File: src/rtl/rr_arbiter8.sv
// rr_arbiter8: eight-way round-robin arbiter with a registered one-hot grant.
// A rotating pointer sets where the next winner search starts. The owner
// keeps the grant until it releases, withdraws its request or, optionally,
// exceeds MAX_HOLD cycles.
// Optional feature macro: RR_ARB8_TIMEOUT_EN (hold timeout and timeout pulse).
// The owner-done input is named release_gnt because "release" is a reserved
// SystemVerilog keyword and cannot be used as a plain identifier.
module rr_arbiter8 #(
  parameter int unsigned MAX_HOLD = 16
) (
  input  logic       clk,
  input  logic       rst,
  input  logic [7:0] req,
  input  logic       release_gnt,
  output logic [7:0] gnt,
  output logic [2:0] gnt_idx,
  output logic       gnt_valid,
  output logic       timeout
);

  localparam logic [0:0] IDLE = 1'b0;
  localparam logic [0:0] BUSY = 1'b1;

  // Reject illegal hold limits at elaboration time.
  if (MAX_HOLD < 1 || MAX_HOLD > 255) begin : g_bad_max_hold
    $error("rr_arbiter8: MAX_HOLD must be in 1..255");
  end

  logic [0:0] state;
  logic [2:0] ptr;
  logic [2:0] winner;
  logic       any_req;
  logic       hold_expired;
  logic       force_revoke;
  logic       end_grant;

  // Winner search: the lowest offset from ptr with a set request wins, so
  // scan the offsets from the farthest to the nearest and let the last hit stand.
  always_comb begin
    winner  = ptr;
    any_req = |req;
    for (int i = 7; i >= 0; i--) begin
      if (req[ptr + 3'(i)]) begin
        winner = ptr + 3'(i);
      end
    end
  end

`ifdef RR_ARB8_TIMEOUT_EN
  localparam int CW = $clog2(MAX_HOLD + 1);
  logic [CW-1:0] hold_cnt;

  // Hold counter: cleared while idle, counts busy cycles and saturates at MAX_HOLD.
  always_ff @(posedge clk) begin
    if (rst) begin
      hold_cnt <= '0;
    end else if (state == IDLE) begin
      hold_cnt <= '0;
    end else if (hold_cnt != CW'(MAX_HOLD)) begin
      hold_cnt <= hold_cnt + 1'b1;
    end
  end

  // The grant has been visible for MAX_HOLD cycles once the count reaches MAX_HOLD-1.
  assign hold_expired = (state == BUSY) && (hold_cnt >= CW'(MAX_HOLD - 1));
  assign force_revoke = hold_expired && !release_gnt && req[gnt_idx];
`else
  assign hold_expired = 1'b0;
  assign force_revoke = 1'b0;
`endif

  assign end_grant = release_gnt || !req[gnt_idx] || hold_expired;

  // Main sequencer: grant in IDLE, hold or end the grant in BUSY.
  always_ff @(posedge clk) begin
    if (rst) begin
      state     <= IDLE;
      ptr       <= 3'd0;
      gnt       <= 8'h00;
      gnt_idx   <= 3'd0;
      gnt_valid <= 1'b0;
      timeout   <= 1'b0;
    end else begin
      case (state)
        IDLE: begin
          timeout <= 1'b0;
          if (any_req) begin
            gnt_idx   <= winner;
            gnt       <= 8'h01 << winner;
            gnt_valid <= 1'b1;
            state     <= BUSY;
          end
        end
        default: begin
          if (end_grant) begin
            gnt       <= 8'h00;
            gnt_valid <= 1'b0;
            ptr       <= gnt_idx + 3'd1;
            timeout   <= force_revoke;
            state     <= IDLE;
          end else begin
            timeout <= 1'b0;
          end
        end
      endcase
    end
  end

endmodule

File: config.mk
export PLATFORM = sky130hd
export DESIGN_NAME = rr_arbiter8
export DESIGN_NICKNAME = d
export VERILOG_FILES = /design/src/rtl/rr_arbiter8.sv
export SDC_FILE = /design/constraint.sdc
export NUM_CORES = 1
export LEC_CHECK = 0
export ABC_AREA = 1
export BUFFER_PORTS_ARGS = -buffer_cell sky130_fd_sc_hd__clkbuf_2
export CAP_MARGIN = 10
export CORE_ASPECT_RATIO = 0.9
export CORE_MARGIN = 1
export CORE_UTILIZATION = 25
export DETAILED_ROUTE_END_ITERATION = 16
export GPL_ROUTABILITY_DRIVEN = 0
export PLACE_DENSITY = 0.41
export SETUP_SLACK_MARGIN = 0.02
export SYNTH_ARGS = -nofsm -noshare
export SYNTH_HDL_FRONTEND = slang
export SYNTH_SLANG_ARGS = --single-unit
File: constraint.sdc
create_clock -name clk -period 3.05 [get_ports clk]
set_clock_uncertainty 0.2 [all_clocks]
set_input_delay 0.4575 -clock clk [delete_from_list [all_inputs] [get_ports clk]]
set_output_delay 0.4575 -clock clk [all_outputs]
set_load 0.1 [all_outputs]
# --- Word-level counts from Yosys, hierarchy flattened ---
# Index checks and enable logic that the tools add are counted.
word_totals:
  wordCells: 67
  regBits: 16
  out_inout_bits: 13
classes:
  add_sub_neg: 8
  shifts: 1
  eq_ne: 1
  order_cmp: 9
  n_mux: 35
  bitwise_logic: 1
  n_reduce_logical: 7
ops:
  columns: ["operator", "n"]
  rows:
  - ["$lt 3x4->1 const B", 9]
  - ["$bmux 1 s3", 9]
  - ["$mux 3", 8]
  - ["$mux 8", 3]
  - ["$mux 1", 15]
  - ["$add 3x3->3 const B", 4]
  - ["$reduce_or 8->1", 1]
  - ["$shl 1x3->8 const A", 1]
  - ["$add 3x1->3 const B", 2]
  - ["$add 3x2->3 const B", 2]
  - ["$reduce_and 2->1", 3]
  - ["$ne 2x1->1 const B", 1]
  - ["$reduce_bool 2->1", 1]
  - ["$logic_not 1->1", 1]
  - ["$logic_or 1x1->1", 1]
  - ["$not 1->1", 1]

# --- Depth between registers and ports, before layout ---
# Gate-level depths: netlist of the first run.
logic_depth:
  ltp_word: 14
  depth_mapped: 22

# --- Worst setup path before layout of the first run ---
# No wires, ideal clock.
synth_path:
  path_kind: "register -> register"
  from: "register gnt_idx[0]"
  to: "register gnt[6]"
  arrival_ps: 2360
  n_path_buf: 0
  setup_time_ps: 67
  slack_ps: 422
  synth_period_minus_slack_ps: 2628
  path_stages_with_launch: 10
  path_cell_list: "dfxtp_1 > o21ai_0 > o22ai_1 > nor2_1 > a311o_1 > nand2_1 > inv_1 > nor2_4 > nand2_1 > a21oi_2"
synth_between:
  elab_chain_cells: 6
synth_rtl:
  columns: ["item", "line_no", "rtl"]
  rows:
  - ["start: declaration", "16", "output logic [2:0] gnt_idx,"]
  - ["start signal: assignment", "88", "gnt_idx <= winner;"]
  - ["$bmux 1 s3", "72", "assign end_grant = release_gnt || !req[gnt_idx] || hold_expired;"]
  - ["$mux 1 (implied by the code)", "72", null]
  - ["$logic_not 1->1", "72", null]
  - ["$logic_or 1x1->1", "72", null]
  - ["$ne 2x1->1 (no line)", null, null]
  - ["$reduce_and 2->1 (no line)", null, null]
  - ["end signal: assignment", "89", "gnt <= 8'h01 << winner;"]
  - ["end: declaration", "15", "output logic [7:0] gnt,"]
# No other way between the ends. The select of a mux whose other input is x is not followed.
# A chain may end at the register's enable or synchronous reset.

# --- Worst setup path after layout of the first run ---
layout_path:
  from: "register ptr[0]"
  to: "register gnt[1]"
layout_between:
  elab_chain_cells: 14
layout_rtl:
  columns: ["item", "line_no", "rtl"]
  rows:
  - ["start: declaration", "30", "logic [2:0] ptr;"]
  - ["start signal: assignment", "98", "ptr <= gnt_idx + 3'd1;"]
  - ["$add 3x3->3", "43, 44", null]
  - ["$bmux 1 s3", "43", "if (req[ptr + 3'(i)]) begin"]
  - ["$mux 1 (implied by the code)", "43", null]
  - ["$mux 3 (7 in series)", "43", null]
  - ["$mux 3 (*)", "43", null]
  - ["$shl 1x3->8 (*)", "89", null]
  - ["$mux 8 (*)", "87", "if (any_req) begin"]
  - ["$mux 8 (*)", "84", "case (state)"]
# Mark *: on every way between the ends. The rest lies on a longest branch, timed or not. The select of a mux whose other input is x is not followed.

==> results.toml, run 1 <==
[status]
status = "finished, final reports clean"

[worst_hold_path]
min_path_type = "flip-flop to flip-flop"
min_from = "gnt[7]$_SDFFE_PP0P_"
whs_path_depth = 2
min_to = "gnt[7]$_SDFFE_PP0P_"

[cells_and_area]
nNetsFinal = 268
antenna_cells = 0
fillerInstances = 608
post-route-util = 0.303
syn_to_final_growth_pct = 15.0
final_area_mm2 = 0.00162
drive_above_1_share = 0.241

[synth]
ys_warn_count = 0
synth_area_per_cell_um2 = 6.09
synth_area_mm2 = 0.00141
syn-num-nets = 245
synth.area.top_cells = "dfxtp_1 23%, nand2_1 18%, nand3_1 12%"
post-synth-top-area-fraction = 0.228
seq_area_frac_synth = 0.228
syn_inst = 231
synth.distinct_cells = 29
synth_top_cell_by_area = "dfxtp_1"
ys_ff_latch = 16

[critical_path]
r2r_slack_ns = 0.52
worstRegToRegCells = 17
crit_fanout = 12
endpoint_kind = "flip-flop"
required_ns = 3.03
reg2reg_to = "gnt[1]$_SDFFE_PP0P_"
crit_arrival_ns = 2.50
path_class = "flip-flop to flip-flop"
start_kind = "flip-flop"
r2r-start = "ptr[0]$_SDFFE_PP0P_"

[timing]
fin_ws_ns = 0.524
post-route-period-util = 0.828
maxSlewViolCount = 0
tightestPinTransition_ns = 0.550
slew_headroom = 0.635
rsz0062_at_grt = "false"
setup-violations-final = 0
finalCriticalPeriod_ns = 2.53
fin_setup_tns_ns = 0
fmax_ghz = 0.396
finalHoldViolCount = 0

[drt]
drtIter0Drc = 105
dr.pass1.iters = 4
ant_nets = 0
vias_per_cell = 4.58
drc = 0
routed_wl_um = 3860
wire_per_inst_um = 12.1
vias = 1467

[place]
io_buffers = 22
place_hpwl_um = 3080
dpl_cell_area_mm2 = 0.00156
dp_slack_ns = 0.534

[cts]
cts-htree-levels = 1
cts-root-buf = "clkbuf_8"
clockBufferDepth = 2
cts.repair.resized = 0
cts_sinks = 16
cts_buffers = 3
postCtsSetupBuffers = 0
cts_tree = "done"
hold_buffers = 0
path_clk_slew_ns = 0.07
clk_latency_ns = 0.25

[power_and_ir_drop]
vdd_drop_max_v = 0.000542
comb_power_share = 0.699
power.leakage_nw = 0.839
switching_share = 0.588
clkPwrFrac = 0.116
internal_power_uw = 678
total_power_mw = 1.64
power_density_mw_per_mm2 = 1020
p_seq_frac = 0.185
p_sw_uw = 967

[die]
core_mm2 = 0.00535
num_rows = 25
io_pins = 24
die_h_um = 73.2
dieArea_mm2 = 0.00593
initial_core_util = 0.263
die_x_um = 81.1

[grt]
grt_pass1_wl_um = 6490
grt_util_all_layers = 0.144
grt_pass1_vias = 1331
grt_max_degree = 14
antenna_found_initial = 0
grt-ovfl-total = 0

[flow_run]
maxCapViolCount = 0
-- cells in the final DEF, fill, tap and decap left out --
master    Yosys  layout
a211oi_1      1       1
a21oi_1      19      19
a21oi_2       1       1
a311o_1       1       1
buf_4         2       2
clkbuf_2      0      22
clkbuf_8      0       4
conb_1        1       1
dfxtp_1      16      16
ha_1          3       3
inv_1        23      23
inv_2         9       9
inv_4         1       1
nand2_1      66      66
nand2_2       9       9
nand2_4       1       1
nand3_1      34      34
nand3_2       5       5
nor2_1       12      12
nor2_2        3       3
nor2_4        2       2
nor3_1        1       1
nor4_2        1       1
o21ai_0      10      10
o22ai_1       1       1
or4_1         1       1
xnor2_1       1       1
xor2_1        2       2
xor2_2        1       1
-- logic make-up after synthesis --
group | count (synthesis) | synth area share
simple gates | 135 | 0.460
buf+inv | 39 | 0.127
compound gates | 33 | 0.126
flops | 16 | 0.228
xor+xnor | 4 | 0.0302
fa+ha+maj | 3 | 0.0267
other cells | 1 | 0.00266
-- power by group through the flow --
stage               registers [mW]  clock network [mW]  logic (mW)
global route                 0.313               0.202        1.29
detailed placement           0.311                   0        1.15
floorplan                    0.562                   0       0.709
finish                       0.305               0.191        1.15
CTS                          0.306               0.196        1.16
global placement             0.312                   0        1.18
-- synthesized netlist by cell type --
| cell | number |
|---|---|
| nand2_1 | 66 |
| nand3_1 | 34 |
| inv_1 | 23 |
| a21oi_1 | 19 |
| dfxtp_1 | 16 |
| nor2_1 | 12 |
| o21ai_0 | 10 |
| inv_2 | 9 |
| nand2_2 | 9 |
| nand3_2 | 5 |
| buf_6 | 3 |
| ha_1 | 3 |
| nor2_2 | 3 |
| buf_4 | 2 |
| nor2_4 | 2 |
| xor2_1 | 2 |
| a211oi_1 | 1 |
| a21oi_2 | 1 |
| a311o_1 | 1 |
| clkbuf_1 | 1 |
| conb_1 | 1 |
| inv_4 | 1 |
| nand2_4 | 1 |
| nor3_1 | 1 |
| nor4_2 | 1 |
| o22ai_1 | 1 |
| or4_1 | 1 |
| xnor2_1 | 1 |
| xor2_2 | 1 |
-- layer usage --
metal / up-vias / part of all wire / track usage
met4: 0 / 0.0091 / 0.0298
met1: 656 / 0.52 / 0.212
li1: 787 / - / -
met3: 4 / 0.023 / 0.0225
met5: - / 0 / 0
met2: 20 / 0.45 / 0.220
-- worst max-delay path, cell delays in order, from the launching register on --
cell and delay, ns:
dfxtp_1 0.34, inv_2 0.11, ha_1 0.42, inv_2 0.15
nand3_1 0.11, nand3_1 0.15, nand2_2 0.09, a21oi_1 0.13
nand2_1 0.07, nand2_1 0.05, nand2_1 0.04, nand2_1 0.05
nand2_1 0.06, nand2_1 0.07, nand2_2 0.09, nor2_2 0.11
nand3_1 0.07, a21oi_1 0.15
-- worst max-delay path by stage --
stage,startpoint,end,slack (ns),cells after the start
floorplan,gnt_idx[0]$_SDFFE_PP0P_,gnt[6]$_SDFFE_PP0P_,0.42,9
global placement,ptr[1]$_SDFFE_PP0P_,gnt[3]$_SDFFE_PP0P_,0.52,20
detailed placement,ptr[0]$_SDFFE_PP0P_,gnt[3]$_SDFFE_PP0P_,0.53,20
CTS,ptr[0]$_SDFFE_PP0P_,gnt[3]$_SDFFE_PP0P_,0.51,20
global route,ptr[0]$_SDFFE_PP0P_,gnt[3]$_SDFFE_PP0P_,0.23,20
finish,ptr[0]$_SDFFE_PP0P_,gnt[1]$_SDFFE_PP0P_,0.52,17
-- state kept, by name (all words and copies together), names as in the netlist --
signal / flops
gnt: 8
gnt_idx: 3
ptr: 3
gnt_valid: 1
state: 1
-- area by class of cell --
type	instances	area (µm²)	area share
Timing Repair Buffer	24	125	0.0773
Clock buffer	4	55.1	0.0340
Multi-Input combinational cell	176	908	0.561
Inverter	33	126	0.0781
Sequential cell	16	320	0.198
Tap cell	67	83.8	0.0518
-- per-stage QoR --
stage / hold WS (ns) / instances
finish: 0.262 / 320
global route: 0.284 / 320
global placement: 0.260 / 316
floorplan: 0.259 / 231
CTS: 0.267 / 320
detailed placement: 0.258 / 316
Power figures use the tool's default switching activity.
==> inputs of run 2 (changes only) <==
==> constraint.sdc (replaced) <==
create_clock -name clk -period 2.5 [get_ports clk]
set_clock_uncertainty 0.2 [all_clocks]
set_input_delay 0.375 -clock clk [delete_from_list [all_inputs] [get_ports clk]]
set_output_delay 0.375 -clock clk [all_outputs]
set_load 0.1 [all_outputs]
==> run 2 against run 1 <==
Combinational power grew 33%. Routed wire length is 0.91% higher. Setup slack worse by 0.33 ns. Via count up 1.0%. Clock power increased by 24%. Fmax increased by 9.6%. Global-route usage is 0.093 points higher. Sequential power increased by 21%. Power is 30% higher. Die area unchanged. Count of clock-buffer cells in the layout stayed put. Largest power group unchanged.
==> results.toml, run 2 (synthesized netlist as in run 1, its figures left out) <==
[critical_path]
path_cells = "buf_6, ha_1, xor2_2, inv_1, nand3_2, nand2_2, a21oi_2, nand2_1, nand2_1, nand2_1, nand2_1, nand2_1, nand2_2, nand2_4, nor2_4, nand3_1, a21oi_2"
path_depth = 17
r2r-start = "ptr[1]$_SDFFE_PP0P_"
reg2reg_to = "gnt[0]$_SDFFE_PP0P_"
max_stage_delay_ns = 0.34
crit_buf_inv = 2
crit_arrival_ns = 2.29
endpoint_kind = "flip-flop"
critical-path-slowest-cell = "dfxtp_2"
crit_top_cell = "nand2_1"
worstRegToRegCells = 17
r2r_slack_ns = 0.19
crit_fanout = 9
start_kind = "flip-flop"
path_class = "flip-flop to flip-flop"
required_ns = 2.48
path_delay_family = "simple AND/OR/NAND/NOR gates"

[cells_and_area]
layout_common_cells = "65 x nand2_1, 31 x nand3_1, 23 x inv_1, 22 x clkbuf_2, 17 x a21oi_1"
syn_to_final_growth_pct = 21.8
fin_cells = 324
reg_top3 = "gnt: 8 flops, gnt_idx: 3 flops, ptr: 3 flops"
final_common_cell = "nand2_1"
drive_above_1_share = 0.296
ff_latch_area_um2 = 325
nNetsFinal = 272
largest_reg_flops = 8
antenna_cells = 0
fillerInstances = 608
multi_input_area_um2 = 961
top_register = "gnt"

[grt]
grt_pass1_wl_um = 6600
grt_pass1_vias = 1374
grt-ovfl-total = 0
antenna_found_initial = 0
grt_util_all_layers = 0.145
grt_max_degree = 14

[timing]
fmax_ghz = 0.434
post-route-period-util = 0.922
finalHoldViolCount = 0
tightestPinTransition_ns = 0.546
fin_ws_ns = 0.195
fin_setup_tns_ns = 0
rsz0062_at_grt = "false"
setup-violations-final = 0
slew_headroom = 0.638
finalCriticalPeriod_ns = 2.31
maxSlewViolCount = 0
finalHoldWorstSlack_ns = 0.264

[cts]
postCtsSetupBuffers = 0
clockBufferDepth = 2
clk_latency_ns = 0.25
cts-root-buf = "clkbuf_8"
cts_sinks = 16
cts_buffers = 3
cts-htree-levels = 1
cts_tree = "done"
path_clk_slew_ns = 0.07

[power_and_ir_drop]
power_density_mw_per_mm2 = 1240
switching_share = 0.580
p_sw_mw = 1.24
vdd_drop_max_v = 0.000515
power.leakage_nw = 0.873
internal_power_uw = 894
p_seq_frac = 0.173
comb_power_share = 0.716
clkPwrFrac = 0.111

[drt]
drtIter0Drc = 96
wire_per_inst_um = 12.0
vias = 1482
routed_wl_um = 3890
drc = 0
dr.pass1.iters = 4
vias_per_cell = 4.57
ant_nets = 0

[die]
die_x_um = 81.1
initial_core_util = 0.263
dieArea_mm2 = 0.00593
io_pins = 24
num_rows = 25
die_h_um = 73.2
core_mm2 = 0.00535

[place]
dp_slack_ns = 0.101
place_hpwl_um = 3140
io_buffers = 22
place_inst = 320

[worst_hold_path]
min_from = "gnt[4]$_SDFFE_PP0P_"
min_path_type = "flip-flop to flip-flop"
min_to = "gnt[4]$_SDFFE_PP0P_"
whs_path_depth = 2

[flow_run]
maxCapViolCount = 0

[status]
status = "finished, final reports clean"
-- run 2: cell count changes in the layout (fill, tap and decap cells not counted), sizes merged --
| cell | before | now |
|---|---|---|
| buf | 2 | 6 |
-- run 2: worst max-delay path by stage --
stage	start	endpoint	slack (ns)
after CTS	ptr[1]$_SDFFE_PP0P_	gnt[0]$_SDFFE_PP0P_	0.07
after global routing	ptr[0]$_SDFFE_PP0P_	gnt[0]$_SDFFE_PP0P_	0.01
after floorplan	ptr[0]$_SDFFE_PP0P_	gnt[2]$_SDFFE_PP0P_	0.20
after detailed placement	ptr[1]$_SDFFE_PP0P_	gnt[0]$_SDFFE_PP0P_	0.10
final	ptr[1]$_SDFFE_PP0P_	gnt[0]$_SDFFE_PP0P_	0.19
after global placement	ptr[0]$_SDFFE_PP0P_	gnt[0]$_SDFFE_PP0P_	0.1
-- run 2: repair_timing --
action | 4_1_cts | 5_1_grt
setup endpoints to repair | 0 | 10
hold buffers | 0 | 0
gates resized for setup | 0 | 15
-- run 2: cell type report --
type / instances / area share
clock buffers: 4 / 0.0321
inverters: 33 / 0.0737
multi-input cells: 176 / 0.561
flip-flops and latches: 16 / 0.190
well taps: 67 / 0.0489
repair buffers: 28 / 0.0949
-- run 2: power groups by stage --
| stage | registers, mW | clock network [mW] | logic, mW |
|---|---|---|---|
| 5_1_grt | 0.378 | 0.256 | 1.70 |
| 3_3_place_gp | 0.373 | 0 | 1.46 |
| 2_1_floorplan | 0.689 | 0 | 0.864 |
| 6_report | 0.369 | 0.236 | 1.53 |
| 4_1_cts | 0.367 | 0.244 | 1.44 |
| 3_5_place_dp | 0.373 | 0 | 1.44 |
-- run 2: worst register-to-register path: stages, from the launching register on --
cell	delay [ns]
dfxtp_2	0.34
buf_6	0.14
ha_1	0.21
xor2_2	0.21
inv_1	0.09
nand3_2	0.08
nand2_2	0.08
a21oi_2	0.10
nand2_1	0.06
nand2_1	0.05
nand2_1	0.04
nand2_1	0.05
nand2_1	0.06
nand2_2	0.08
nand2_4	0.08
nor2_4	0.11
nand3_1	0.09
a21oi_2	0.15
-- run 2: per-layer routing --
metal	vias to the layer above	global-route usage	wire length, µm
met4	0	0.0298	25
met1	650	0.204	1920
li1	793	-	-
met5	-	0	0
met2	35	0.232	1730
met3	4	0.0225	215
-- run 2: stage by stage --
step	utilization	area, µm²	power [mW]
after global placement	0.298	1600	1.83
after CTS	0.309	1650	2.05
after detailed placement	0.298	1600	1.81
after floorplan	-	1410	1.55
final	0.320	1710	2.13
after global routing	0.320	1710	2.34
==> inputs of run 3 (changes only) <==
--- a/config.mk
+++ b/config.mk
@@ -14,6 +14,7 @@
 export DETAILED_ROUTE_END_ITERATION = 16
 export GPL_ROUTABILITY_DRIVEN = 0
 export PLACE_DENSITY = 0.41
+export RECOVER_POWER = 25
 export SETUP_SLACK_MARGIN = 0.02
 export SYNTH_ARGS = -nofsm -noshare
 export SYNTH_HDL_FRONTEND = slang
==> run 3 against run 2 <==
Power is 0.25% lower. Hold slack better by 0.00071 ns. Utilization is 0.16 points lower. Via count is 0.20% higher. Clock power hardly changed. Fmax hardly changed. Final area is 0.51% lower. First-iteration DRC count is 6.3% higher. Cell count stayed put. Sequential power hardly changed. Non-clock buffer count stayed put. Highest routed layer unchanged.
==> results.toml, run 3 (synthesized netlist as in run 1, its figures left out) <==
[status]
status = "finished, final reports clean"

[power_and_ir_drop]
p_seq_frac = 0.173
clkPwrFrac = 0.111
internal_power_uw = 889
vdd_drop_max_v = 0.000511
switching_share = 0.582
power.leakage_nw = 0.849
p_sw_mw = 1.24
power_density_mw_per_mm2 = 1250
comb_power_share = 0.716

[timing]
rsz0062_at_grt = "false"
tightestPinTransition_ns = 1.19
slew_headroom = 0.210
finalCriticalPeriod_ns = 2.31
maxSlewViolCount = 0
setup-violations-final = 0
fin_setup_tns_ns = 0
finalHoldViolCount = 0
post-route-period-util = 0.922
fmax_ghz = 0.434

[critical_path]
r2r_slack_ns = 0.19
critical-path-slowest-cell = "dfxtp_2"
crit_start = "ptr[1]$_SDFFE_PP0P_"
crit_fanout = 9
path_delay_family = "simple AND/OR/NAND/NOR gates"
max_stage_delay_ns = 0.34
path_cells = "buf_6, ha_1, xor2_2, inv_1, nand3_2, nand2_2, a21oi_2, nand2_1, nand2_1, nand2_1, nand2_1, nand2_1, nand2_2, nand2_4, nor2_4, nand3_1, a21oi_2"
r2r-start = "ptr[1]$_SDFFE_PP0P_"
worstRegToRegCells = 17
start_kind = "flip-flop"
path_depth = 17
crit_top_cell = "nand2_1"
crit_buf_inv = 2
reg2reg_to = "gnt[0]$_SDFFE_PP0P_"
path_class = "flip-flop to flip-flop"
required_ns = 2.48
endpoint_kind = "flip-flop"
crit_arrival_ns = 2.29

[worst_hold_path]
min_from = "gnt[7]$_SDFFE_PP0P_"
min_path_type = "flip-flop to flip-flop"
whs_path_depth = 2
min_to = "gnt[7]$_SDFFE_PP0P_"

[drt]
vias_per_cell = 4.58
dr.pass1.iters = 4
vias = 1485
routed_wl_um = 3900
wire_per_inst_um = 12.0
drc = 0
ant_nets = 0
drtIter0Drc = 102

[grt]
busiest_layer = "met2"
grt_util_all_layers = 0.145
grt_max_degree = 14
met3_usage = 0.0225
antenna_found_initial = 0
grt_pass1_wl_um = 6600
grt_pass1_vias = 1374
use_met1 = 0.204
grtUsageMet2 = 0.232
grt-ovfl-total = 0

[cts]
clk_latency_ns = 0.25
cts_tree = "done"
cts-htree-levels = 1
hold_buffers = 0
cts_sinks = 16
cts_buffers = 3
path_clk_slew_ns = 0.07
clockBufferDepth = 2
cts.repair.resized = 0
postCtsSetupBuffers = 0
cts-root-buf = "clkbuf_8"

[cells_and_area]
fillerInstances = 612
antenna_cells = 0
top_register = "gnt"
reg_top3 = "gnt: 8 flops, gnt_idx: 3 flops, ptr: 3 flops"
drive_above_1_share = 0.268
post-route-util = 0.319
layout_common_cells = "65 x nand2_1, 31 x nand3_1, 23 x inv_1, 17 x a21oi_1, 15 x clkbuf_2"
largest_reg_flops = 8
final_common_cell = "nand2_1"
syn_to_final_growth_pct = 21.2
nNetsFinal = 272

[flow_run]
maxCapViolCount = 0

[die]
core_mm2 = 0.00535
die_h_um = 73.2
initial_core_util = 0.263
io_pins = 24
num_rows = 25
dieArea_mm2 = 0.00593
die_x_um = 81.1

[place]
io_buffers = 22
place_hpwl_um = 3140
-- run 3: metrics by stage --
| stage | instances | cell area [µm²] | total power, mW | hold WS [ns] | setup WS (ns) |
|---|---|---|---|---|---|
| after CTS | 324 | 1650 | 2.05 | 0.262 | 0.0729 |
| after floorplan | 231 | 1410 | 1.55 | 0.259 | 0.203 |
| after detailed placement | 320 | 1600 | 1.81 | 0.258 | 0.101 |
| after global placement | 320 | 1600 | 1.83 | 0.258 | 0.0977 |
| final | 324 | 1710 | 2.13 | 0.265 | 0.195 |
| after global routing | 324 | 1710 | 2.33 | 0.283 | 0.0117 |
-- run 3: worst min-delay path: stages (launching register included) --
cell and delay, ns:
dfxtp_1 0.31, nand2_1 0.06, a21oi_1 0.05
-- run 3: power groups by stage --
stage                     sequential [mW]  combinational (mW)  clock [mW]
after floorplan                     0.689               0.864           0
after global placement              0.373                1.46           0
after detailed placement            0.373                1.44           0
after CTS                           0.367                1.44       0.244
after global routing                0.378                1.70       0.256
final                               0.369                1.52       0.236
-- run 3: layout make-up --
type | count | area [µm²] | area share
inverter | 33 | 126 | 0.0741
tap | 67 | 83.8 | 0.0492
multi-input combinational | 176 | 961 | 0.563
sequential | 16 | 325 | 0.191
clock buffer | 4 | 55.1 | 0.0323
timing repair buffer | 28 | 154 | 0.0902
-- run 3: metal layers --
metal	up-vias	part of all wire
met5	-	0
met4	0	0.0064
met3	4	0.057
met2	37	0.44
met1	653	0.49
li1	791	-
-- run 3: worst max-delay path by stage --
stage / slack [ns] / endpoint
global placement: 0.1 / gnt[0]$_SDFFE_PP0P_
floorplan: 0.20 / gnt[2]$_SDFFE_PP0P_
CTS: 0.07 / gnt[0]$_SDFFE_PP0P_
finish: 0.19 / gnt[0]$_SDFFE_PP0P_
detailed placement: 0.10 / gnt[0]$_SDFFE_PP0P_
global route: 0.01 / gnt[0]$_SDFFE_PP0P_
